**src/rtl/read_master.sv**
```systemverilog
// AXI4 read master for the DMA path: fetches a word-aligned byte range in INCR bursts
// of at most 16 beats that never cross a 4 KB page, pushing each beat into the DMA FIFO.
module read_master #(
  parameter int unsigned C_M_AXI_ADDR_WIDTH = 32,
  parameter int unsigned C_M_AXI_DATA_WIDTH = 32
) (
  input  logic                          clk,
  input  logic                          reset_n,
  input  logic                          i_start,
  input  logic [31:0]                   i_src_addr,
  input  logic [31:0]                   i_total_len,
  output logic                          o_read_done,
  output logic                          o_read_err,
  output logic                          o_busy,
  input  logic                          i_fifo_full,
  output logic                          o_fifo_wr_en,
  output logic [31:0]                   o_fifo_wdata,
  output logic [C_M_AXI_ADDR_WIDTH-1:0] m_axi_araddr,
  output logic [7:0]                    m_axi_arlen,
  output logic [2:0]                    m_axi_arsize,
  output logic [1:0]                    m_axi_arburst,
  output logic                          m_axi_arvalid,
  input  logic                          m_axi_arready,
  input  logic [C_M_AXI_DATA_WIDTH-1:0] m_axi_rdata,
  input  logic [1:0]                    m_axi_rresp,
  input  logic                          m_axi_rlast,
  input  logic                          m_axi_rvalid,
  output logic                          m_axi_rready
);

  localparam int unsigned AW        = C_M_AXI_ADDR_WIDTH;
  localparam int unsigned WCW       = 30;
  localparam int unsigned BW        = 5;
  localparam int unsigned MAX_BEATS = 16;

  typedef enum logic [1:0] {IDLE, AR_PHASE, R_PHASE} state_e;

  state_e         state_q, state_d;
  logic [AW-1:0]  addr_q, addr_d;
  logic [WCW-1:0] rem_q, rem_d;
  logic [BW-1:0]  words_q, words_d;
  logic [BW-1:0]  exp_q, exp_d;
  logic [BW-1:0]  beat_q, beat_d;
  logic [AW-1:0]  araddr_q, araddr_d;
  logic [7:0]     arlen_q, arlen_d;
  logic           arvalid_q, arvalid_d;
  logic           done_q, done_d;
  logic           err_q, err_d;

  logic [AW-1:0]  sz_addr_c;
  logic [WCW-1:0] sz_rem_c;
  logic [10:0]    bnd_words_c;
  logic [BW-1:0]  sz_words_c;
  logic           load_burst_c;
  logic           r_hs_c;
  logic           last_exp_c;
  logic           unused_c;

  assign unused_c = &{1'b0, i_total_len[1:0]};

  // Next burst size: min(remaining words, 16, words left before the 4 KB page edge)
  always_comb begin
    sz_addr_c   = (state_q == IDLE) ? AW'(i_src_addr) : addr_q;
    sz_rem_c    = (state_q == IDLE) ? i_total_len[31:2] : rem_q;
    bnd_words_c = 11'((13'h1000 - {1'b0, sz_addr_c[11:0]}) >> 2);
    sz_words_c  = BW'(MAX_BEATS);
    if (sz_rem_c < WCW'(MAX_BEATS)) sz_words_c = BW'(sz_rem_c);
    if (bnd_words_c < 11'(sz_words_c)) sz_words_c = BW'(bnd_words_c);
  end

  assign m_axi_rready = (state_q == R_PHASE) && !i_fifo_full;
  assign r_hs_c       = m_axi_rvalid && m_axi_rready;
  assign last_exp_c   = (beat_q + BW'(1)) == exp_q;

  always_comb begin
    state_d      = state_q;
    addr_d       = addr_q;
    rem_d        = rem_q;
    words_d      = words_q;
    exp_d        = exp_q;
    beat_d       = beat_q;
    araddr_d     = araddr_q;
    arlen_d      = arlen_q;
    arvalid_d    = arvalid_q;
    done_d       = 1'b0;
    err_d        = err_q;
    load_burst_c = 1'b0;

    case (state_q)
      IDLE: begin
        if (i_start) begin
          err_d = 1'b0;
          if (sz_rem_c != '0) begin
            addr_d       = AW'(i_src_addr);
            rem_d        = i_total_len[31:2];
            load_burst_c = 1'b1;
          end else begin
            done_d = 1'b1;
          end
        end
      end
      AR_PHASE: begin
        if (arvalid_q && m_axi_arready) begin
          arvalid_d = 1'b0;
          exp_d     = words_q;
          beat_d    = '0;
          addr_d    = addr_q + AW'({words_q, 2'b00});
          rem_d     = rem_q - WCW'(words_q);
          state_d   = R_PHASE;
        end
      end
      R_PHASE: begin
        if (r_hs_c) begin
          beat_d = beat_q + BW'(1);
          if ((m_axi_rresp != 2'b00) || (m_axi_rlast != last_exp_c)) err_d = 1'b1;
          // rlast ends the burst even when it arrives early or late
          if (m_axi_rlast) begin
            if (rem_q == '0) begin
              state_d = IDLE;
              done_d  = 1'b1;
            end else begin
              load_burst_c = 1'b1;
            end
          end
        end
      end
      default: state_d = IDLE;
    endcase

    if (load_burst_c) begin
      words_d   = sz_words_c;
      araddr_d  = sz_addr_c;
      arlen_d   = 8'(sz_words_c - BW'(1));
      arvalid_d = 1'b1;
      state_d   = AR_PHASE;
    end
  end

  always_ff @(posedge clk or negedge reset_n) begin
    if (!reset_n) begin
      state_q   <= IDLE;
      addr_q    <= '0;
      rem_q     <= '0;
      words_q   <= '0;
      exp_q     <= '0;
      beat_q    <= '0;
      araddr_q  <= '0;
      arlen_q   <= '0;
      arvalid_q <= 1'b0;
      done_q    <= 1'b0;
      err_q     <= 1'b0;
    end else begin
      state_q   <= state_d;
      addr_q    <= addr_d;
      rem_q     <= rem_d;
      words_q   <= words_d;
      exp_q     <= exp_d;
      beat_q    <= beat_d;
      araddr_q  <= araddr_d;
      arlen_q   <= arlen_d;
      arvalid_q <= arvalid_d;
      done_q    <= done_d;
      err_q     <= err_d;
    end
  end

  assign m_axi_araddr  = araddr_q;
  assign m_axi_arlen   = arlen_q;
  assign m_axi_arvalid = arvalid_q;
  assign m_axi_arsize  = 3'b010;
  assign m_axi_arburst = 2'b01;
  assign o_read_done   = done_q;
  assign o_read_err    = err_q;
  assign o_busy        = (state_q != IDLE);
  assign o_fifo_wr_en  = r_hs_c;
  assign o_fifo_wdata  = r_hs_c ? 32'(m_axi_rdata) : 32'h0;

endmodule

```
**config.mk**
```make
export PLATFORM = sky130hd
export DESIGN_NAME = read_master
export DESIGN_NICKNAME = d
export VERILOG_FILES = /design/src/rtl/read_master.sv
export SDC_FILE = /design/constraint.sdc
export NUM_CORES = 1
export LEC_CHECK = 0
export ABC_AREA = 1
export BUFFER_PORTS_ARGS = -buffer_cell sky130_fd_sc_hd__buf_2
export CORE_AREA = 10 10 138 140
export CTS_CLUSTER_SIZE = 8
export DETAILED_ROUTE_END_ITERATION = 6
export DIE_AREA = 0 0 148 150
export PLACE_DENSITY = 0.77
export SYNTH_ARGS = -nofsm -noshare
export SYNTH_HDL_FRONTEND = slang
export SYNTH_SLANG_ARGS = --single-unit
```
**constraint.sdc**
```tcl
create_clock -name clk -period 3 [get_ports clk]
set_input_delay 0.3 -clock clk [delete_from_list [all_inputs] [get_ports clk]]
set_output_delay 0.3 -clock clk [all_outputs]
set_load 0.02 [all_outputs]
```
==> impl_summary.md <==
Finish
The area of combinational cells with multiple inputs is 4282 µm². The sequential cells in the finished layout cover a total of 3003 µm². Counting the fill cells in the layout gives 1434. The area growth from synthesis to layout is 29.90%. After the flow finishes, the layout carries non-filler instances totaling approximately 1600.

In the final layout, the share of cells above drive strength 1 is 27.09%. The final standard cell utilization of the core is 63.25%. The diode insertion count for antenna repair is 0. For this run, the post-layout net count is 1461.

Synth
Yosys printed 0 warnings. The cell count after synthesis came out at 1110. The post-synthesis async set-or-reset flop share is 100.0%.

Yosys attributes the largest share of cell area to sky130_fd_sc_hd__dfrtp_1, sky130_fd_sc_hd__nand2_1, sky130_fd_sc_hd__nor2_1. The largest total area in the synthesized netlist belongs to sky130_fd_sc_hd__dfrtp_1. After synthesis, the largest area contributor takes up 37.72% of total cell area. In the synthesized netlist, mux cells make up 0.1257% of the area. The most frequent cell after synthesis is sky130_fd_sc_hd__nand2_1. By count the netlist is led by sky130_fd_sc_hd__nand2_1, sky130_fd_sc_hd__nor2_1, sky130_fd_sc_hd__inv_1. The netlist uses 51 different library cells. The number of synthesized register bits is 120. After synthesis, the largest family of logic cells by area is simple AND/OR/NAND/NOR gates. The share of the synthesized netlist area taken by xor and xnor gates is 2.861%.

The part of the Yosys area used for sequential elements is 37.72%. Each instance of the synthesized netlist takes up on average 7.171 µm². In the synthesized netlist the dominant register cell turns out to be sky130_fd_sc_hd__dfrtp_1. The post-synthesis adder-cell area fraction is 3.018%.

Summing the areas of all compound-gate instances in the mapped netlist gives 17.98% of the synthesized area. The synthesized netlist occupies a cell area of 7960 µm². After Yosys synthesis, and, or, nand and nor cells account for 27.54% of the synthesized area. In this run, synthesis inferred 0 flip-flops with an integrated enable.

Worst setup path
Traced cell by cell, the critical path runs through nor2_4, buf_12, nand2_4, o21ai_4, inv_2, buf_4, buf_6, buf_4, buf_4, buf_4, buf_4, buf_4, buf_4, buf_4, buf_4, buf_4, buf_4, buf_4, buf_4, buf_4, buf_4, buf_4, o21ai_2. The required time at the endpoint of the critical path is between 3 and 4 ns. The endpoint identified for the worst register-to-register timing path is m_axi_araddr[2]. The startpoint of the worst register-to-register path is state_q[1].

The most numerous cell type found on the critical path is sky130_fd_sc_hd__buf_4. The maximum fanout along the worst path is 6. In this design, the stage delay of the slowest critical-path cell is 0.43 ns. In this run the register-to-register setup slack is -0.30 ns.

At the worst endpoint, the arrival time is 3.66 ns. The critical path is of the reg2reg type. On the critical path, the stage with the largest delay is an instance of sky130_fd_sc_hd__dfrtp_1. The worst setup path is captured at a flip-flop. The number of cells traversed by the worst register-to-register path is 23.

The startpoint kind of the worst setup timing path is a flip-flop.

STA
The worst-margin pin slew is 0.6422 ns. In this run the tightest slew margin relative to its limit is 57.18%. The final critical-path required period is 3.302 ns. Setup repair after global routing could not meet its margin everywhere. Based on the critical path, the design can be clocked at up to 302.8 MHz. The hold violation total from the final report came to 0. The setup slack of the critical path after layout is -0.3022 ns. Setup violations remaining at the end of the flow were counted as 10. The final number of max-transition violations is 0. The portion of the clock cycle consumed by the worst path in the final layout is 110.1%. On the final layout, the worst clock skew is 0.01338 ns.

Floorplanning
The initial cell density of the core is 48.69%. The number of placement rows is 47. The number of ports placed on the die boundary is 188. The die span in y is 150 µm. The die extent in x is 148 µm.

The core region is 16350 µm². The die outline area is 22200 µm².

Power and ir drop
The combinational fraction of design power is 55.7%. The share of total power dissipated in sequential elements is 25.4%. The share of power burned in the clock network is about a fifth. Across the VDD grid, the largest voltage drop is 0.5973 mV. The internal power of the cells totals 0.006496 W. For this design the total switching power over the nets is 0.005358 W.

In this run the static leakage power is about 5.2 nW. The share of total power consumed by net switching is 45.20%. Dividing total power by cell area gives a power density of 1146 nW/µm².

Job
The tool flagged a number of max-cap violations equal to 0.

Drt
The post-detailed-route via-to-cell ratio is 5.315. The iteration count of the initial detailed-routing pass is 6. The total via count in the routed design is 8350. The number of antenna-violating nets in the routed design is 0. The DRC marker count from the first detailed-route iteration is slightly above 600.

For this block, the routed nets add up to 24290 µm of wire. Dividing the detail-routed wire length by the instance count gives 15.46 µm. The post-route DRC violation count is 0.

Outcome
The final reports fail on negative setup slack. The run finished, with violations left.

Placed design
In this run the tool buffered the top-level ports with 180 buffer cells. The placed cell count is 1511. The placer congestion estimate is 0.9479. Detailed placement finished with a half-perimeter wire length of 17180 µm.

Hold path
In this run the worst hold path is classified as in2reg. The worst min-delay path startpoint is i_src_addr[27]. Counting instances, the worst hold path has a depth of 3. The end point of the worst hold path is m_axi_araddr[27].

Clock tree
TritonCTS built the clock tree. The depth of the CTS H-tree is 4. The TritonCTS sink count is 120.

The register clock-pin slew on the reported worst setup and hold paths is 0.06 ns. The longest clock path from root to sink contains 2 buffers. For the worst-skew pair, the clock arrives at the later sink with an insertion delay of between 0.4 and 0.5 ns. In this run, CTS created clock tree buffers numbering 17.

The tree is rooted in a sky130_fd_sc_hd__clkbuf_16.

Global routing
The initial antenna violation count was 0. The via count of the first global-routing pass is 7963. The overall fraction of global-route tracks in use is about a fifth. The first global-routing pass estimated 39100 µm of wire. Summed over all layers, the global routing overflow is 0. Entering global routing, the biggest net connects 68 pins.
## cell type report
type,instances,area share (%)
multi-input cells,792,41.41
flip-flops and latches,120,29.04
repair buffers,260,15.34
inverters,147,5.336
clock buffers,24,4.852
well taps,220,2.662
clock inverters,8,1.355
## sequential cells by signal, summed over array words and instances, names as in the netlist
register and cells:
beat_q 5, o_read_err 1, addr_q 32, o_read_done 1, state_q 2, rem_q 30, m_axi_arlen 6, m_axi_araddr 32
words_q 5, exp_q 5, m_axi_arvalid 1
## power groups by stage
| stage | sequential (W) | clock, W | combinational [W] |
|---|---|---|---|
| 2_1_floorplan | 0.00322 | 0 | 0.00393 |
| 3_3_place_gp | 0.00300 | 0 | 0.00572 |
| 3_5_place_dp | 0.00301 | 0 | 0.00586 |
| 4_1_cts | 0.00300 | 0.00226 | 0.00625 |
| 5_1_grt | 0.00311 | 0.00233 | 0.00735 |
| 6_report | 0.00301 | 0.00224 | 0.00661 |
## metal layers
metal	track usage, %	wire (µm)	vias to the layer above	share of wire (%)
met2	34.58	11580	321	48
li1	-	-	4095	-
met1	27.32	10410	3892	43
met4	6.789	465	0	1.9
met3	5.223	1829	42	7.5
met5	0	0	-	0
## critical path, delay by kind of cell (launching register included)
family,cells,cell delay (ns)
buffers and inverters,19,2.34
AO/OA/AOI/OAI,2,0.15
AND/OR/NAND/NOR,2,0.31
flip-flops,1,0.43
## cells in the final DEF (no fill, tap or decap), types with 6 or more instances in the layout
cell type	n
sky130_fd_sc_hd__nand2_1	227
sky130_fd_sc_hd__buf_2	179
sky130_fd_sc_hd__nor2_1	137
sky130_fd_sc_hd__inv_1	134
sky130_fd_sc_hd__dfrtp_1	120
sky130_fd_sc_hd__o21ai_0	95
sky130_fd_sc_hd__buf_4	70
sky130_fd_sc_hd__a21oi_1	45
sky130_fd_sc_hd__nand3_1	40
sky130_fd_sc_hd__a31oi_1	26
sky130_fd_sc_hd__o22ai_1	24
sky130_fd_sc_hd__nor3_1	21
sky130_fd_sc_hd__xor2_1	21
sky130_fd_sc_hd__clkbuf_16	17
sky130_fd_sc_hd__inv_2	13
sky130_fd_sc_hd__nand4_1	13
sky130_fd_sc_hd__o21ai_1	12
sky130_fd_sc_hd__nand2_2	12
sky130_fd_sc_hd__ha_1	12
sky130_fd_sc_hd__or2_2	10
sky130_fd_sc_hd__nor2_4	9
sky130_fd_sc_hd__nor4_1	8
sky130_fd_sc_hd__o211ai_1	8
sky130_fd_sc_hd__nand2_4	7
sky130_fd_sc_hd__a2bb2oi_2	6
sky130_fd_sc_hd__buf_6	6
## what timing repair did
item	in CTS	in global routing
setup buffers	19	7
hold buffers	1	0
resized for setup	13	28
gates cloned	1	0
pin swaps	3	15
setup endpoints to repair	6	13
endpoints found under the hold margin	16	0
## worst max-delay path by stage
stage                     from         endpoint  slack [ns]  cells after the start
finish              state_q[1]  m_axi_araddr[2]       -0.30                     23
global route        state_q[1]   m_axi_arlen[2]       -0.46                     23
CTS                 state_q[0]   m_axi_arlen[4]       -0.14                     20
detailed placement  state_q[1]   m_axi_arlen[4]       -0.16                     17
global placement    state_q[1]   m_axi_arlen[4]       -0.06                     23
floorplan           state_q[0]   m_axi_arlen[2]       0.004                     18
## logic make-up (layout without fill, tap and decap cells)
logic type      count (synthesis)  in the layout
mux                             1              1
compound gates                243            243
xor+xnor                       26             26
other cells                     2              5
fa+ha+maj                      18             18
flops                         120            120
simple gates                  499            499
buf+inv                       201            439
## metrics by stage
step	setup WS, ns	hold slack (ns)	setup TNS (ns)	total power [W]	area [µm²]
2_1_floorplan	0.003683	0.004409	0	0.007150	7986
3_3_place_gp	-0.06022	0.1829	-0.1277	0.008721	9304
3_5_place_dp	-0.1613	0.1796	-0.6200	0.008866	9304
4_1_cts	-0.1358	0.1322	-0.5223	0.01151	10170
5_1_grt	-0.4626	0.1435	-3.655	0.01278	10340
6_report	-0.3022	0.1409	-1.702	0.01185	10340
No activity file was read; power rests on OpenSTA's default activity.
